File: src/rtl/pipe_pkg.sv
// Shared types and default widths for the elastic pipeline stage and its helpers.
package pipe_pkg;

  localparam int unsigned DefDataW = 96;
  localparam int unsigned DefCtrlW = 8;
  localparam int unsigned DefCntW  = 16;

  typedef enum logic [1:0] {
    StEmpty = 2'd0,
    StOne   = 2'd1,
    StFull  = 2'd2
  } stateT;

  typedef logic [1:0] occT;

  function automatic occT stateToOcc(stateT s);
    case (s)
      StOne:   stateToOcc = 2'd1;
      StFull:  stateToOcc = 2'd2;
      default: stateToOcc = 2'd0;
    endcase
  endfunction

endpackage

File: src/rtl/sat_counter.sv
// Saturating up-counter with increment enable; holds at all-ones instead of wrapping.
module sat_counter #(
  parameter int unsigned CNT_W = 16
) (
  input  logic             CLK,
  input  logic             RESETn,
  input  logic             inc,
  output logic [CNT_W-1:0] count
);

  logic [CNT_W-1:0] countQ;
  logic [CNT_W-1:0] countNext;

  always_comb begin
    countNext = countQ;
    if (inc && (countQ != {CNT_W{1'b1}})) begin
      countNext = countQ + 1'b1;
    end
  end

  always_ff @(posedge CLK or negedge RESETn) begin
    if (!RESETn) begin
      countQ <= '0;
    end else begin
      countQ <= countNext;
    end
  end

  assign count = countQ;

endmodule

File: src/rtl/pipe_stage_elastic.sv
// Elastic pipeline stage: valid/ready handshake, optional two-entry skid, stall, flush and a
// saturating blocked-cycle counter.
module pipe_stage_elastic
  import pipe_pkg::*;
#(
  parameter int unsigned DATA_W = DefDataW,
  parameter int unsigned CTRL_W = DefCtrlW,
  parameter int unsigned SKID   = 1,
  parameter int unsigned CNT_W  = DefCntW
) (
  input  logic              CLK,
  input  logic              RESETn,
  input  logic              in_valid,
  output logic              in_ready,
  input  logic [DATA_W-1:0] in_data,
  input  logic [CTRL_W-1:0] in_ctrl,
  output logic              out_valid,
  input  logic              out_ready,
  output logic [DATA_W-1:0] out_data,
  output logic [CTRL_W-1:0] out_ctrl,
  input  logic              Stall,
  input  logic              Flush,
  output logic [1:0]        occupancy,
  output logic [CNT_W-1:0]  stall_cnt
);

  stateT             state;
  stateT             stateNext;
  logic [DATA_W-1:0] mainData;
  logic [DATA_W-1:0] mainDataNext;
  logic [CTRL_W-1:0] mainCtrl;
  logic [CTRL_W-1:0] mainCtrlNext;
  logic [DATA_W-1:0] skidData;
  logic [DATA_W-1:0] skidDataNext;
  logic [CTRL_W-1:0] skidCtrl;
  logic [CTRL_W-1:0] skidCtrlNext;

  logic mainValid;
  logic skidValid;
  logic advance;
  logic accept;
  logic readyRaw;

  assign mainValid = (state != StEmpty);
  assign skidValid = (state == StFull);
  assign advance   = mainValid & out_ready & ~Stall;

  // With a skid entry, readiness depends only on registered state, breaking the out_ready path.
  assign readyRaw  = (SKID != 0) ? ~skidValid : (~mainValid | advance);
  assign in_ready  = RESETn & readyRaw;
  assign accept    = in_valid & in_ready;

  always_comb begin
    stateNext    = state;
    mainDataNext = mainData;
    mainCtrlNext = mainCtrl;
    skidDataNext = skidData;
    skidCtrlNext = skidCtrl;

    if (Flush) begin
      // Payload is left in place; only valids and control are killed.
      stateNext    = StEmpty;
      mainCtrlNext = '0;
      skidCtrlNext = '0;
    end else begin
      case (state)
        StEmpty: begin
          if (accept) begin
            stateNext    = StOne;
            mainDataNext = in_data;
            mainCtrlNext = in_ctrl;
          end
        end
        StOne: begin
          if (advance) begin
            if (accept) begin
              mainDataNext = in_data;
              mainCtrlNext = in_ctrl;
            end else begin
              stateNext    = StEmpty;
              mainCtrlNext = '0;
            end
          end else if (accept && (SKID != 0)) begin
            stateNext    = StFull;
            skidDataNext = in_data;
            skidCtrlNext = in_ctrl;
          end
        end
        StFull: begin
          if (advance) begin
            stateNext    = StOne;
            mainDataNext = skidData;
            mainCtrlNext = skidCtrl;
            skidCtrlNext = '0;
          end
        end
        default: begin
          stateNext = StEmpty;
        end
      endcase
    end
  end

  always_ff @(posedge CLK or negedge RESETn) begin
    if (!RESETn) begin
      state    <= StEmpty;
      mainData <= '0;
      mainCtrl <= '0;
      skidData <= '0;
      skidCtrl <= '0;
    end else begin
      state    <= stateNext;
      mainData <= mainDataNext;
      mainCtrl <= mainCtrlNext;
      skidData <= skidDataNext;
      skidCtrl <= skidCtrlNext;
    end
  end

  assign out_valid = mainValid;
  assign out_data  = mainData;
  assign out_ctrl  = mainValid ? mainCtrl : '0;
  assign occupancy = stateToOcc(state);

  sat_counter #(
    .CNT_W(CNT_W)
  ) u_stall_cnt (
    .CLK   (CLK),
    .RESETn(RESETn),
    .inc   (mainValid & ~advance & ~Flush),
    .count (stall_cnt)
  );

endmodule

File: config.mk
export PLATFORM = sky130hd
export DESIGN_NAME = pipe_stage_elastic
export DESIGN_NICKNAME = d
export VERILOG_FILES = /design/src/rtl/pipe_pkg.sv /design/src/rtl/sat_counter.sv /design/src/rtl/pipe_stage_elastic.sv
export SDC_FILE = /design/constraint.sdc
export NUM_CORES = 1
export LEC_CHECK = 0
export CAP_MARGIN = 5
export CORE_ASPECT_RATIO = 1.4
export CORE_MARGIN = 3
export CORE_UTILIZATION = 50
export DETAILED_ROUTE_END_ITERATION = 6
export PLACE_DENSITY = 0.86
export REMOVE_ABC_BUFFERS = 1
export SYNTH_ARGS = -nofsm -noshare
export SYNTH_HDL_FRONTEND = slang
export SYNTH_SLANG_ARGS = --single-unit
File: constraint.sdc
create_clock -name CLK -period 3 [get_ports CLK]
set_clock_uncertainty 0.05 [all_clocks]
set_input_delay 0.45 -clock CLK [delete_from_list [all_inputs] [get_ports CLK]]
set_output_delay 0.45 -clock CLK [all_outputs]
set_load 0.05 [all_outputs]
==> impl_metrics.sql, run 1 <==
INSERT INTO impl_metrics (metric_group, metric, value, unit) VALUES
('status', 'status', 'finished, final reports clean', ''),
('floorplanning', 'floorplan.initialDensity', '51.6', '%'),
('clocking', 'clkLatencyLatePin', '0.49', 'ns'),
('worst_hold_path', 'hold_path.class', 'input port to async pin', ''),
('logic_synthesis', 'number_of_register_bits_inferred_by_synthesis', '226', ''),
('setup_path', 'crit_start_category', 'flip-flop', ''),
('logic_synthesis', 'netlist_top_cells_area', 'sky130_fd_sc_hd__dfrtp_1, sky130_fd_sc_hd__mux2i_1, sky130_fd_sc_hd__mux2_2', ''),
('setup_path', 'crit-reg2reg-launch', 'state[1]', ''),
('setup_path', 'critical_path.endpoint_type', 'output port', ''),
('logic_synthesis', 'asyncSetResetFlopFracSynth', '100', '%'),
('placed_design', 'place.port_buffers', '233', ''),
('grt', 'initial_antenna_violation_count', '1', ''),
('logic_synthesis', 'post_synth_top_area_share', '56.1', '%'),
('clocking', 'post-cts-setup-buffers', '0', ''),
('floorplanning', 'rows', '60', ''),
('routing', 'drt_pass_1_iters', '4', ''),
('logic_synthesis', 'netlist_area', '10100', 'µm²'),
('timing', 'finalCritPeriodShare', '94.6', '%'),
('final_layout', 'layout-area-overhead-vs-synth', '32.8', '%'),
('final_layout', 'post_route_cells_drive_above_1_share', '15.2', '%'),
('placed_design', 'numPlacedInstances', '1250', ''),
('floorplanning', 'die_area', '21900', 'µm²'),
('clocking', 'maximum_clock_insertion_buffer_count', '3', ''),
('placed_design', 'dp.final_hpwl', '16000', 'µm'),
('grt', 'grt_first_pass_wirelength', '38100', 'µm'),
('setup_path', 'startpoint', 'state[1]', ''),
('timing', 'fin_hold_ws', '0.317', 'ns'),
('logic_synthesis', 'synth_enable_flop_cells', '0', ''),
('logic_synthesis', 'synthFlopType', 'sky130_fd_sc_hd__dfrtp_1', ''),
('routing', 'wire_per_inst', '17.9', 'µm'),
('grt', 'grt_max_degree', '135', ''),
('placed_design', 'place.gp.congestion', '0.804', ''),
('setup_path', 'path_max_fanout', '12', ''),
('job', 'max_cap_viol_count', '0', ''),
('clocking', 'path_clk_slew', '0.07', 'ns'),
('routing', 'dr_total_vias', '6946', ''),
('timing', 'tightestPinTransition', '1.00', 'ns'),
('logic_synthesis', 'syn-instance-count', '804', ''),
('grt', 'globalRoute.totalOverflow', '0', ''),
('power_and_ir_drop', 'ir_worst_vdd', '0.791', 'mV'),
('power_and_ir_drop', 'power.density', '1040', 'nW/µm²'),
('setup_path', 'r2r_cells', '7', ''),
('logic_synthesis', 'synth.lib_cells_used.distinct', '44', ''),
('final_layout', 'fin_nets', '1143', ''),
('logic_synthesis', 'yosysTopAreaCell', 'sky130_fd_sc_hd__dfrtp_1', ''),
('timing', 'drv_slew', '0', ''),
('timing', 'setup-violations-final', '0', ''),
('floorplanning', 'floorplan.die.height', '174', 'µm'),
('logic_synthesis', 'syn_area_per_cell', '12.5', 'µm²'),
('timing', 'fmax', '352', 'MHz'),
('routing', 'totalWireLength', '23100', 'µm'),
('grt', 'grtUsageTotal', '21.0', '%'),
('timing', 'fin_crit', '2.84', 'ns'),
('clocking', 'cts_num_sinks', '226', ''),
('setup_path', 'worst_ep_arrival', '2.34', 'ns'),
('clocking', 'clockRootBuffer', 'sky130_fd_sc_hd__clkbuf_16', ''),
('clocking', 'tritoncts', 'built', ''),
('routing', 'detail_route_antenna_nets', '0', ''),
('routing', 'initialDrtViolationCount', '332', ''),
('final_layout', 'layoutNonFillerInstCount', '1291', ''),
('timing', 'max-slew-margin-rel', '33.2', '%'),
('logic_synthesis', 'part_of_the_yosys_area_used_for_sequential_elements', '56.1', '%'),
('grt', 'grt_pass1_vias', '7445', ''),
('power_and_ir_drop', 'total_leakage_power', '5.88', 'nW'),
('timing', 'rsz_0062_raised_after_global_routing', 'no', ''),
('floorplanning', 'die_width', '126', 'µm'),
('floorplanning', 'placeableCoreArea', '19500', 'µm²'),
('routing', 'via_per_inst', '5.38', ''),
('routing', 'drc', '0', ''),
('final_layout', 'layout.core_utilization', '68.5', '%'),
('setup_path', 'crit_required', '2.50', 'ns'),
('clocking', 'cts_made_buffers', '22', ''),
('floorplanning', 'floorplan.io_pins', '234', ''),
('timing', 'setup_tns', '0', 'ns'),
('setup_path', 'criticalPathCategory', 'flip-flop to output port', ''),
('logic_synthesis', 'yosysWarningCount', '0', ''),
('clocking', 'htreeDepth', '1', ''),
('timing', 'report.final.hold_viol_count', '0', '');
[final cells by class]
cell class,instances,area (µm²)
fillers,1427,6140
diodes,1,2.50
well taps,248,310
clock buffers,35,681
flip-flops and latches,226,5660
inverters,4,15.0
multi-input cells,525,4070
repair buffers,248,2590
clock inverters,4,45.0
[flip-flops by register name, indices dropped and copies added (netlist names)]
register	count
u_stall_cnt.count	16
mainCtrl	8
out_data	96
skidData	96
state	2
skidCtrl	8
[final timing paths]
| path | slack, ns | end |
|---|---|---|
| worst max-delay path | 0.16 | out_valid |
| worst min register to register | 0.43 | out_data[84] |
| worst max register to register | 0.57 | skidData[84] |
| worst min-delay path | 0.32 | u_stall_cnt.count[6] |
| max in group asynchronous | 1.36 | skidData[74] |
| min in group CLK | 0.43 | out_data[84] |
[where the power goes]
group	total [mW]	leakage, nW	switching, mW	internal (mW)
Combinational	6.11	2.65	3.73	2.39
Sequential	5.05	2.86	0.754	4.29
Clock	2.77	0.360	1.13	1.64
Total	13.9	5.87	5.61	8.32
[logic make-up after synthesis]
logic type	after synthesis	share of synthesized area, %
compound gates	133	7.38
xor+xnor	9	0.783
fa+ha+maj	6	0.745
buf+inv	53	3.73
flops	226	56.1
mux	199	22.5
simple gates	178	8.68
[cells in the final DEF, fill, tap and decap left out, types with 2 or more instances in the layout]
cell type,Yosys,final
sky130_fd_sc_hd__and3b_1,2,2
sky130_fd_sc_hd__clkbuf_1,20,6
sky130_fd_sc_hd__inv_1,4,4
sky130_fd_sc_hd__dlymetal6s2s_1,0,8
sky130_fd_sc_hd__and3_1,4,4
sky130_fd_sc_hd__buf_4,6,5
sky130_fd_sc_hd__a21oi_1,11,11
sky130_fd_sc_hd__nor3b_1,2,2
sky130_fd_sc_hd__nand2_1,110,110
sky130_fd_sc_hd__clkinv_2,0,3
sky130_fd_sc_hd__xor2_1,8,8
sky130_fd_sc_hd__clkbuf_8,0,6
sky130_fd_sc_hd__o31ai_1,2,2
sky130_fd_sc_hd__mux2_2,62,62
sky130_fd_sc_hd__o21ai_0,101,101
sky130_fd_sc_hd__nor4_1,3,3
sky130_fd_sc_hd__mux2_4,40,40
sky130_fd_sc_hd__ha_1,6,5
sky130_fd_sc_hd__nand4_1,7,7
sky130_fd_sc_hd__clkbuf_16,0,23
sky130_fd_sc_hd__a22o_1,16,16
sky130_fd_sc_hd__nand2b_1,2,2
sky130_fd_sc_hd__dfrtp_1,226,226
sky130_fd_sc_hd__clkdlybuf4s50_1,0,223
sky130_fd_sc_hd__nor2b_1,9,9
sky130_fd_sc_hd__nor3_1,5,5
sky130_fd_sc_hd__nor2_1,7,7
sky130_fd_sc_hd__mux2i_1,97,97
sky130_fd_sc_hd__buf_12,4,10
sky130_fd_sc_hd__nand3_1,16,16
[timing repair]
action,CTS,global route
hold buffers,1,0
setup endpoints to repair,0,8
gates resized for setup,0,8
endpoints found under the hold margin,12,0
[per-layer routing]
| layer | up-vias | wire length [µm] | GRT usage, % |
|---|---|---|---|
| met4 | 0 | 875 | 8.27 |
| met2 | 193 | 12000 | 37.3 |
| li1 | 3277 | - | - |
| met5 | - | 0 | 0 |
| met3 | 51 | 1400 | 4.46 |
| met1 | 3425 | 8850 | 24.6 |
[Yosys cell counts (2+ instances only)]
cell type                    n
sky130_fd_sc_hd__mux2i_1    97
sky130_fd_sc_hd__clkbuf_1   20
sky130_fd_sc_hd__xor2_1      8
sky130_fd_sc_hd__and3b_1     2
sky130_fd_sc_hd__nor3_1      5
sky130_fd_sc_hd__nand2_1   110
sky130_fd_sc_hd__buf_2       8
sky130_fd_sc_hd__nor4_1      3
sky130_fd_sc_hd__nor2b_1     9
sky130_fd_sc_hd__ha_1        6
sky130_fd_sc_hd__mux2_2     62
sky130_fd_sc_hd__o31ai_1     2
sky130_fd_sc_hd__and3_1      4
sky130_fd_sc_hd__dfrtp_1   226
sky130_fd_sc_hd__mux2_4     40
sky130_fd_sc_hd__o21ai_0   101
sky130_fd_sc_hd__nor3b_1     2
sky130_fd_sc_hd__nand2b_1    2
sky130_fd_sc_hd__buf_12      4
sky130_fd_sc_hd__a22o_1     16
sky130_fd_sc_hd__inv_1       4
sky130_fd_sc_hd__nand4_1     7
sky130_fd_sc_hd__a21oi_1    11
sky130_fd_sc_hd__buf_4       6
sky130_fd_sc_hd__nor2_1      7
sky130_fd_sc_hd__buf_6       9
sky130_fd_sc_hd__nand3_1    16
[worst max-delay path: stages (launching register included)]
cell,delay [ns]
sky130_fd_sc_hd__dfrtp_1,0.43
sky130_fd_sc_hd__inv_1,0.10
sky130_fd_sc_hd__ha_1,0.27
sky130_fd_sc_hd__buf_4,0.21
sky130_fd_sc_hd__inv_1,0.05
sky130_fd_sc_hd__clkdlybuf4s50_1,0.79
[stage by stage]
stage | setup WS, ns | instance area [µm²] | power, mW
after floorplan | -8.35 | 9710 | 9.10
after global placement | 0.512 | 12600 | 11.0
after detailed placement | 0.490 | 12600 | 11.2
after CTS | 0.0261 | 13400 | 14.1
after global routing | 0.0674 | 13400 | 14.6
final | 0.163 | 13400 | 13.9
Note: power is estimated with default switching activity, not from simulation.
==> inputs of run 2 (changes only) <==
CORE_MARGIN = 1.5   (was 3)
==> impl_metrics.sql, run 2 (synthesis results as in run 1) <==
INSERT INTO impl_metrics (metric_group, metric, value, unit) VALUES
('setup_path', 'startpoint', 'state[0]', ''),
('power_and_ir_drop', 'power.density', '1050', 'nW/µm²'),
('placed_design', 'numPlacedInstances', '1251', ''),
('floorplanning', 'floorplan.die.height', '171', 'µm'),
('setup_path', 'reg2reg_to', 'skidData[83]', ''),
('final_layout', 'mostFrequentLayoutCells', 'sky130_fd_sc_hd__dfrtp_1, sky130_fd_sc_hd__clkdlybuf4s50_1, sky130_fd_sc_hd__nand2_1, sky130_fd_sc_hd__o21ai_0, sky130_fd_sc_hd__mux2i_1', ''),
('routing', 'dr_total_vias', '6912', ''),
('clocking', 'maximum_clock_insertion_buffer_count', '3', ''),
('floorplanning', 'floorplan.io_pins', '234', ''),
('timing', 'rsz_0062_raised_after_global_routing', 'no', ''),
('routing', 'via_per_inst', '5.35', ''),
('grt', 'globalRoute.totalOverflow', '0', ''),
('routing', 'drt_pass_1_iters', '4', ''),
('routing', 'detail_route_antenna_nets', '0', ''),
('floorplanning', 'rows', '61', ''),
('setup_path', 'criticalPathCategory', 'flip-flop to output port', ''),
('timing', 'fin_crit', '2.88', 'ns'),
('grt', 'grt_pass1_vias', '7263', ''),
('setup_path', 'crit_required', '2.50', 'ns'),
('grt', 'grtUsageTotal', '21.3', '%'),
('grt', 'grt_max_degree', '176', ''),
('timing', 'max-slew-margin-rel', '28.1', '%'),
('setup_path', 'path_max_fanout', '10', ''),
('timing', 'report.final.hold_viol_count', '0', ''),
('grt', 'grt_first_pass_wirelength', '35900', 'µm'),
('setup_path', 'r2r_setup_slack', '0.49', 'ns'),
('clocking', 'clkLatencyLatePin', '0.49', 'ns'),
('timing', 'tightestPinTransition', '1.08', 'ns'),
('clocking', 'path_clk_slew', '0.07', 'ns'),
('setup_path', 'worst_ep_arrival', '2.38', 'ns'),
('placed_design', 'place.gp.congestion', '0.809', ''),
('floorplanning', 'die_area', '21000', 'µm²'),
('placed_design', 'dp.final_hpwl', '14800', 'µm'),
('clocking', 'cts_num_sinks', '226', ''),
('power_and_ir_drop', 'ir_worst_vdd', '0.729', 'mV'),
('timing', 'finalCritPeriodShare', '96.0', '%'),
('final_layout', 'layout-area-overhead-vs-synth', '32.4', '%'),
('grt', 'initial_antenna_violation_count', '0', ''),
('setup_path', 'r2r_cells', '7', ''),
('final_layout', 'final_common_cell', 'sky130_fd_sc_hd__dfrtp_1', ''),
('floorplanning', 'floorplan.initialDensity', '50.8', '%'),
('final_layout', 'fin_nets', '1139', ''),
('final_layout', 'diodes', '0', ''),
('floorplanning', 'placeableCoreArea', '19800', 'µm²'),
('job', 'max_cap_viol_count', '0', ''),
('routing', 'totalWireLength', '22300', 'µm'),
('timing', 'fin_hold_ws', '0.00466', 'ns'),
('setup_path', 'worst_setup_path_endpoint', 'out_valid', ''),
('placed_design', 'place.port_buffers', '233', ''),
('setup_path', 'crit_start_category', 'flip-flop', ''),
('final_layout', 'post_route_cells_drive_above_1_share', '15.1', '%'),
('timing', 'drv_slew', '0', ''),
('clocking', 'htreeDepth', '1', ''),
('routing', 'wire_per_inst', '17.3', 'µm'),
('status', 'status', 'finished, final reports clean', ''),
('power_and_ir_drop', 'total_leakage_power', '5.86', 'nW'),
('routing', 'drc', '0', ''),
('clocking', 'cts.hold.buffers_added', '0', ''),
('clocking', 'resized_cells_post_cts', '0', ''),
('clocking', 'clockRootBuffer', 'sky130_fd_sc_hd__clkbuf_16', ''),
('timing', 'timing.final.ws_setup', '0.120', 'ns'),
('setup_path', 'critical_path.endpoint_type', 'output port', ''),
('clocking', 'post-cts-setup-buffers', '0', ''),
('placed_design', 'post-place-ws', '0.463', 'ns'),
('setup_path', 'crit-reg2reg-launch', 'state[0]', ''),
('timing', 'fmax', '347', 'MHz'),
('clocking', 'tritoncts', 'built', ''),
('routing', 'initialDrtViolationCount', '343', ''),
('final_layout', 'layout.core_utilization', '67.2', '%'),
('final_layout', 'nFillCells', '1455', ''),
('clocking', 'cts_made_buffers', '22', ''),
('timing', 'setup-violations-final', '0', ''),
('final_layout', 'layoutNonFillerInstCount', '1291', ''),
('floorplanning', 'die_width', '123', 'µm'),
('worst_hold_path', 'hold_path.class', 'input port to async pin', '');
==> run 2: cell types whose count changed in the layout (fill, tap and decap cells not counted), sizes merged <==
cell and change:
buf -3, clkinv +2, dlygate4sd3 -1, clkbuf -3, diode -1, bufinv +2
==> run 2: metal layers <==
metal / track usage [%] / vias up / wire length, µm
met5: 0 / - / 0
met4: 8.85 / 0 / 879
met3: 4.57 / 56 / 1340
met2: 37.0 / 186 / 11300
met1: 25.3 / 3384 / 8740
li1: - / 3286 / -
==> run 2: where the power goes <==
part,internal (mW),total (mW),switching (mW)
logic,2.35,6.06,3.71
clock network,1.76,2.89,1.13
registers,4.29,5.02,0.732
==> run 2: final cells by class <==
| class | count | area [µm²] | share of cell area, % |
|---|---|---|---|
| Multi-Input combinational cell | 525 | 4070 | 30.5 |
| Timing Repair Buffer | 244 | 2510 | 18.8 |
| Clock inverter | 8 | 115 | 0.863 |
| Sequential cell | 226 | 5660 | 42.4 |
| Tap cell | 252 | 315 | 2.36 |
| Inverter | 4 | 15.0 | 0.113 |
| Clock buffer | 32 | 649 | 4.87 |
==> run 2: per-stage QoR <==
| stage | power (mW) | area, µm² | setup TNS, ns |
|---|---|---|---|
| 5_1_grt | 14.7 | 13300 | 0 |
| 4_1_cts | 14.1 | 13300 | 0 |
| 6_report | 14.0 | 13300 | 0 |
| 2_1_floorplan | 9.10 | 9710 | -1101.37 |
| 3_3_place_gp | 11.0 | 12500 | 0 |
| 3_5_place_dp | 11.1 | 12500 | 0 |
==> run 2: worst min-delay path by stage <==
stage	slack, ns	end	cells past startpoint
floorplan	0.10	mainCtrl[0]	0
global placement	0.41	out_data[43]	2
detailed placement	0.42	out_data[84]	2
CTS	0.07	state[1]	2
global route	0.12	mainCtrl[2]	2
finish	0.005	u_stall_cnt.count[14]	2
==> run 2: worst max-delay path, cell delays in order (launching register included) <==
cell and delay (ns):
sky130_fd_sc_hd__dfrtp_1 0.41, sky130_fd_sc_hd__inv_1 0.17, sky130_fd_sc_hd__ha_1 0.35, sky130_fd_sc_hd__buf_4 0.23
sky130_fd_sc_hd__inv_1 0.05, sky130_fd_sc_hd__clkdlybuf4s50_1 0.69
